==> src/rtl/mips_muldiv_unit.sv <==
// mips_muldiv_unit: iterative HI/LO multiply/divide unit beside the execute-stage ALU.
// Handles MULT, MULTU, DIV, DIVU (shift-add / restoring divide, one bit per cycle)
// and MTHI/MTLO. busy_o tells the hazard unit to stall HI/LO readers and new ops.
// Optional build macro: MIPS_MULDIV_FAST_MUL_EN -- MULT/MULTU use a single-cycle
// array multiply (IDLE -> FIX directly); DIV/DIVU stay iterative.

module mips_muldiv_unit #(
    parameter int DATA_WIDTH = 32
) (
    input  logic                  clk,
    input  logic                  rst_n,
    input  logic                  valid_i,
    input  logic [5:0]            funct_i,
    input  logic [DATA_WIDTH-1:0] rs_data_i,
    input  logic [DATA_WIDTH-1:0] rt_data_i,
    input  logic                  abort_i,
    output logic                  busy_o,
    output logic                  done_o,
    output logic [DATA_WIDTH-1:0] hi_o,
    output logic [DATA_WIDTH-1:0] lo_o
);
    localparam int W  = DATA_WIDTH;
    localparam int CW = $clog2(DATA_WIDTH);
    localparam logic [CW-1:0] CNT_LOAD = CW'(DATA_WIDTH - 1);

    // R-type funct codes the unit reacts to
    localparam logic [5:0] FN_MTHI  = 6'h11;
    localparam logic [5:0] FN_MTLO  = 6'h13;
    localparam logic [5:0] FN_MULT  = 6'h18;
    localparam logic [5:0] FN_MULTU = 6'h19;
    localparam logic [5:0] FN_DIV   = 6'h1A;
    localparam logic [5:0] FN_DIVU  = 6'h1B;

    localparam logic [1:0] ST_IDLE = 2'd0;
    localparam logic [1:0] ST_MUL  = 2'd1;
    localparam logic [1:0] ST_DIV  = 2'd2;
    localparam logic [1:0] ST_FIX  = 2'd3;

    logic [1:0]     state_q, state_d;
    logic [CW-1:0]  cnt_q, cnt_d;
    logic [2*W-1:0] acc_q, acc_d;        // mul: {partial, multiplier}; div: {remainder, quotient}
    logic [W-1:0]   mag_b_q, mag_b_d;    // multiplicand or divisor magnitude
    logic           sign_q, sign_d;      // product / quotient sign
    logic           rem_sign_q, rem_sign_d;
    logic           is_div_q, is_div_d;
    logic           div_zero_q, div_zero_d;
    logic [W-1:0]   hi_q, hi_d, lo_q, lo_d;
    logic           done_q, done_d;

    logic           op_signed_s, rs_neg_s, rt_neg_s;
    logic [W-1:0]   rs_mag_s, rt_mag_s;
    logic [W:0]     mul_sum_s, div_rem_sh_s, div_diff_s;
    logic [2*W-1:0] mul_step_s, div_step_s, prod_s;
    logic [W-1:0]   quo_s, rem_s, fix_hi_s, fix_lo_s;

    assign busy_o = (state_q != ST_IDLE);
    assign done_o = done_q;
    assign hi_o   = hi_q;
    assign lo_o   = lo_q;

    // Split incoming operands into sign and magnitude (signed ops only)
    always_comb begin
        op_signed_s = (funct_i == FN_MULT) || (funct_i == FN_DIV);
        rs_neg_s    = op_signed_s & rs_data_i[W-1];
        rt_neg_s    = op_signed_s & rt_data_i[W-1];
        if (rs_neg_s) begin
            rs_mag_s = {W{1'b0}} - rs_data_i;
        end else begin
            rs_mag_s = rs_data_i;
        end
        if (rt_neg_s) begin
            rt_mag_s = {W{1'b0}} - rt_data_i;
        end else begin
            rt_mag_s = rt_data_i;
        end
    end

    // One shift-add multiply step and one restoring divide step on the accumulator
    always_comb begin
        if (acc_q[0]) begin
            mul_sum_s = {1'b0, acc_q[2*W-1:W]} + {1'b0, mag_b_q};
        end else begin
            mul_sum_s = {1'b0, acc_q[2*W-1:W]};
        end
        mul_step_s   = {mul_sum_s, acc_q[W-1:1]};
        div_rem_sh_s = {acc_q[2*W-1:W], acc_q[W-1]};
        div_diff_s   = div_rem_sh_s - {1'b0, mag_b_q};
        if (div_diff_s[W]) begin
            div_step_s = {div_rem_sh_s[W-1:0], acc_q[W-2:0], 1'b0};
        end else begin
            div_step_s = {div_diff_s[W-1:0], acc_q[W-2:0], 1'b1};
        end
    end

    // Apply result signs to the finished magnitude; divide-by-zero forces LO to all ones
    always_comb begin
        if (sign_q) begin
            prod_s = {(2*W){1'b0}} - acc_q;
            quo_s  = {W{1'b0}} - acc_q[W-1:0];
        end else begin
            prod_s = acc_q;
            quo_s  = acc_q[W-1:0];
        end
        if (rem_sign_q) begin
            rem_s = {W{1'b0}} - acc_q[2*W-1:W];
        end else begin
            rem_s = acc_q[2*W-1:W];
        end
        if (is_div_q) begin
            fix_hi_s = rem_s;
            if (div_zero_q) begin
                fix_lo_s = {W{1'b1}};
            end else begin
                fix_lo_s = quo_s;
            end
        end else begin
            fix_hi_s = prod_s[2*W-1:W];
            fix_lo_s = prod_s[W-1:0];
        end
    end

    // FSM next-state: accept ops in IDLE, iterate, then commit HI/LO in FIX
    always_comb begin
        state_d    = state_q;
        cnt_d      = cnt_q;
        acc_d      = acc_q;
        mag_b_d    = mag_b_q;
        sign_d     = sign_q;
        rem_sign_d = rem_sign_q;
        is_div_d   = is_div_q;
        div_zero_d = div_zero_q;
        hi_d       = hi_q;
        lo_d       = lo_q;
        done_d     = 1'b0;
        case (state_q)
            ST_IDLE: begin
                if (valid_i && !abort_i) begin
                    case (funct_i)
                        FN_MULT, FN_MULTU: begin
                            mag_b_d    = rs_mag_s;
                            sign_d     = rs_neg_s ^ rt_neg_s;
                            rem_sign_d = 1'b0;
                            is_div_d   = 1'b0;
                            div_zero_d = 1'b0;
                            cnt_d      = CNT_LOAD;
`ifdef MIPS_MULDIV_FAST_MUL_EN
                            acc_d      = {{W{1'b0}}, rs_mag_s} * {{W{1'b0}}, rt_mag_s};
                            state_d    = ST_FIX;
`else
                            acc_d      = {{W{1'b0}}, rt_mag_s};
                            state_d    = ST_MUL;
`endif
                        end
                        FN_DIV, FN_DIVU: begin
                            acc_d      = {{W{1'b0}}, rs_mag_s};
                            mag_b_d    = rt_mag_s;
                            sign_d     = rs_neg_s ^ rt_neg_s;
                            rem_sign_d = rs_neg_s;
                            is_div_d   = 1'b1;
                            div_zero_d = (rt_data_i == {W{1'b0}});
                            cnt_d      = CNT_LOAD;
                            state_d    = ST_DIV;
                        end
                        FN_MTHI: hi_d = rs_data_i;
                        FN_MTLO: lo_d = rs_data_i;
                        default: state_d = ST_IDLE;
                    endcase
                end else begin
                    state_d = ST_IDLE;
                end
            end
            ST_MUL, ST_DIV: begin
                if (abort_i) begin
                    state_d = ST_IDLE;
                end else begin
                    if (state_q == ST_MUL) begin
                        acc_d = mul_step_s;
                    end else begin
                        acc_d = div_step_s;
                    end
                    if (cnt_q == {CW{1'b0}}) begin
                        state_d = ST_FIX;
                    end else begin
                        cnt_d = cnt_q - CW'(1);
                    end
                end
            end
            ST_FIX: begin
                state_d = ST_IDLE;
                if (abort_i) begin
                    done_d = 1'b0;
                end else begin
                    hi_d   = fix_hi_s;
                    lo_d   = fix_lo_s;
                    done_d = 1'b1;
                end
            end
            default: state_d = ST_IDLE;
        endcase
    end

    // State and HI/LO registers with asynchronous reset
    always_ff @(posedge clk or negedge rst_n) begin
        if (!rst_n) begin
            state_q    <= ST_IDLE;
            cnt_q      <= {CW{1'b0}};
            acc_q      <= {(2*W){1'b0}};
            mag_b_q    <= {W{1'b0}};
            sign_q     <= 1'b0;
            rem_sign_q <= 1'b0;
            is_div_q   <= 1'b0;
            div_zero_q <= 1'b0;
            hi_q       <= {W{1'b0}};
            lo_q       <= {W{1'b0}};
            done_q     <= 1'b0;
        end else begin
            state_q    <= state_d;
            cnt_q      <= cnt_d;
            acc_q      <= acc_d;
            mag_b_q    <= mag_b_d;
            sign_q     <= sign_d;
            rem_sign_q <= rem_sign_d;
            is_div_q   <= is_div_d;
            div_zero_q <= div_zero_d;
            hi_q       <= hi_d;
            lo_q       <= lo_d;
            done_q     <= done_d;
        end
    end

endmodule

==> config.mk <==
export PLATFORM = sky130hd
export DESIGN_NAME = mips_muldiv_unit
export DESIGN_NICKNAME = d
export VERILOG_FILES = /design/src/rtl/mips_muldiv_unit.sv
export SDC_FILE = /design/constraint.sdc
export NUM_CORES = 1
export LEC_CHECK = 0
export CORE_AREA = 2 2 192 194
export CTS_CLUSTER_SIZE = 14
export DETAILED_ROUTE_END_ITERATION = 7
export DIE_AREA = 0 0 194 196
export SLEW_MARGIN = 20
export SYNTH_ARGS = -nofsm -noshare
export SYNTH_HDL_FRONTEND = slang
export SYNTH_SLANG_ARGS = --single-unit
==> constraint.sdc <==
create_clock -name clk -period 6.6 [get_ports clk]
set_input_delay 1.98 -clock clk [delete_from_list [all_inputs] [get_ports clk]]
set_output_delay 1.98 -clock clk [all_outputs]
set_load 0.005 [all_outputs]
==> run metrics <==
Layout Nets 2257; GRT Util Overall 33.1%; Logic pwr share 48.1%; initial antenna violation count 0; Sequential Power Share 31.9%; DRT Pass-1 Iters 6; critical path type in2reg; total chip power 5280 uW; fill count 3581; Worst path max stage delay 0.80 ns; # rows 70; largest net degree at the start of global routing 103; internal power 2880 uW; Slowest cell on crit path nor4_1; maximum vdd drop 187 uV; CP required 6.99 ns; I/O Pins 140; Die Y 196 um; Detail Route met2 WL 26.9 mm; Post-Route M1 WL 28.9 mm; Slew Limit Fails 0; most used cell, CP nor2_1; RSZ-0062 raised after global routing false; Iteration-0 DRC Markers 1744; final setup margin 1.80 ns; PortBufs 139; PostCTS Resize Cnt 0; outcome completed; layout cell share with drive strength beyond 1 5.75%; Via Count 16400; Max Clk Rate 208 MHz; largest family of logic cells by synthesized area compound AO/OA/AOI/OAI gates; mux share of post-synthesis cell area 4.66%; Routed WL 63.5 mm; Post-DP HPWL 48.9 mm; post-synthesis instance total 2062; switching share of power 45.6%; post-synthesis adder-cell area fraction 5.97%; Area growth syn-to-layout 14.0%; CP max FO 6; H-Tree Depth 4; Critical Path AT 5.19 ns; GRT Residual Overflow 0; Most used DFF post-synth dfrtp_1; Avg Vias per Cell 6.34; Final Hold Viols 0; share of synthesized registers carrying an async set or reset 100%; root buffer cell clkbuf_16; Tmin final 4.80 ns; delay-heaviest family, CP simple AND/OR/NAND/NOR gates; Clock Power Share 19.9%; number of max-cap violations 0; Synth Area in Simple Gates 20.8%; synthesized flop and latch total 172; register area share after synthesis 27.0%; wire per inst 24.5 um; switching pwr 2410 uW; uppermost layer routed met4; library cells used by synthesis 91; Setup WS pre-CTS 1.48 ns; average cell area after synthesis 7.74 um2; fin cells 2589; wire length of the first global-routing pass 96.6 mm; crit-path cells clkdlybuf4s50_1, or3_1, or2_2, nor4_1, nor2_1, xor2_1, nor2_1, a211oi_1, a21oi_1, o21ai_0; Initial Utilization 44.2%; Clock Sinks 172; RD Place Congestion 0.979; worst-margin pin slew 0.964 ns; placed cells 2557; Clock Skews 0.0143 ns; Final ANT Viol Nets 0; synth warn 0; pwr dens 290 nW/um2; TNS Setup 0 ns; Synth Area in XOR/XNOR 8.84%; final setup vio count 0; CP bufs+invs 1; Crit. End Element flop; Leak 0.00748 uW; Skew-Pair Late Insertion Delay 0.47 ns; CP startpoint kind input port; Post-synth EDFFs 0; Worst slew margin 34.1%; met3 WL 5.43 mm; Period Utilization, post-route 72.7%; TritonCTS clock tree built; vias in the first global route 15500; CTS Buf Count 17; core area 36100 um2; DRC 0; syn nets 2211; Die ar. 38000 um2; die width 194 um; Hold Buf Count CTS 0; Max Root-Sink Buffers 2; worst hold path type reg2reg; compound-gate portion of the synthesized area 27.4%; post-CTS setup buffer count 0; Cell Area, Synth 16000 um2; CTS clk-pin slew, worst paths 0.08 ns
-- state kept, by name, indices dropped and copies added, names as in the netlist, 2 cells and up --
register and flops:
acc_q 64, cnt_q 5, hi_o 32, lo_o 32, mag_b_q 32, state_q 2
-- synthesized netlist by cell type, types with 34 or more instances --
cell type,instances,area share [%]
nand2_1,252,5.9
o21ai_0,180,5.6
inv_1,79,1.9
or3_1,36,1.4
dfrtp_1,172,27
xor2_1,62,3.4
a21o_1,38,1.8
o31ai_1,39,1.8
ha_1,73,5.7
clkbuf_1,108,2.5
nand3_1,34,1.1
a21oi_1,170,5.3
nor3_1,37,1.2
xnor2_1,99,5.4
mux2i_1,53,3.3
a211oi_1,37,1.7
nor2_1,161,3.8
-- logic make-up after synthesis --
kind of cell / Yosys count
adders and majority gates: 75
and+or+nand+nor: 682
AOI/OAI and AO/OA: 684
DFF: 172
buffers and inverters: 216
muxes: 72
xor gates and xnor gates: 161
-- per-layer routing --
metal	GRT usage, %	vias up
li1	-	7593
met3	5.21	106
met4	11.4	0
met5	0	-
met2	49.7	786
met1	48.3	7942
-- stage by stage --
step | cell area [um2] | utilization [%] | hold slack (ns)
final | 18200 | 50.4 | 0.480
after global routing | 18200 | 50.4 | 0.495
after CTS | 18200 | 50.4 | 0.486
after detailed placement | 17600 | 48.8 | 0.470
after global placement | 17600 | 48.8 | 0.461
after floorplan | 16000 | - | 0.449
-- layout by cell type (no fill, tap or decap), types with 38 or more instances in the layout --
cell             Yosys  routed
o21ai_0            180     180
a21oi_1            170     170
nand2_1            252     251
ha_1                73      71
o31ai_1             39      39
xor2_1              62      62
inv_1               79      79
clkdlybuf4s50_1      0     138
dfrtp_1            172     172
nor2_1             161     161
mux2i_1             53      53
xnor2_1             99      99
a21o_1              38      38
-- area by class of cell --
| cell class | count | area (um2) | share of cell area, % |
|---|---|---|---|
| multi-input cells | 1674 | 10800 | 59.5 |
| clock buffers | 17 | 425 | 2.34 |
| diodes | 1 | 2.50 | 0.0138 |
| flip-flops and latches | 172 | 4300 | 23.7 |
| well taps | 468 | 586 | 3.22 |
| inverters | 80 | 300 | 1.65 |
| clock inverters | 14 | 158 | 0.866 |
| repair buffers | 163 | 1600 | 8.78 |
-- power by group through the flow --
stage                     clock network (uW)  logic [uW]  registers (uW)
after floorplan                            0        1860            1470
after global placement                     0        2480            1690
after detailed placement                   0        2490            1690
after CTS                               1060        2500            1670
after global routing                    1100        2790            1710
final                                   1050        2540            1690
-- final timing paths --
kind                       slack [ns]                   from  cells after the start                     to
hold / removal                   0.48    lo_o[4]$_DFFE_PN0P_                      2    lo_o[4]$_DFFE_PN0P_
hold reg to reg                  0.48    lo_o[4]$_DFFE_PN0P_                      2    lo_o[4]$_DFFE_PN0P_
min in group asynchronous        1.52                  rst_n                      1   hi_o[23]$_DFFE_PN0P_
setup / recovery                 1.80          rs_data_i[14]                     10  acc_q[23]$_DFFE_PN0P_
max in group asynchronous        4.03                  rst_n                      2  acc_q[18]$_DFFE_PN0P_
setup reg to reg                 2.04  acc_q[32]$_DFFE_PN0P_                     12  acc_q[59]$_DFFE_PN0P_
-- worst reg2reg max path, cell delays in order (launching register included) --
cell	delay [ns]
dfrtp_1	0.62
ha_1	0.30
inv_1	0.07
fa_1	0.42
nand2b_1	0.20
a211oi_1	0.53
o211ai_1	0.31
a2111oi_0	0.90
nor2_1	0.32
o211ai_1	0.30
xnor2_1	0.17
a31oi_1	0.11
a22o_1	0.21
No activity file was read; power rests on OpenSTA's default activity.
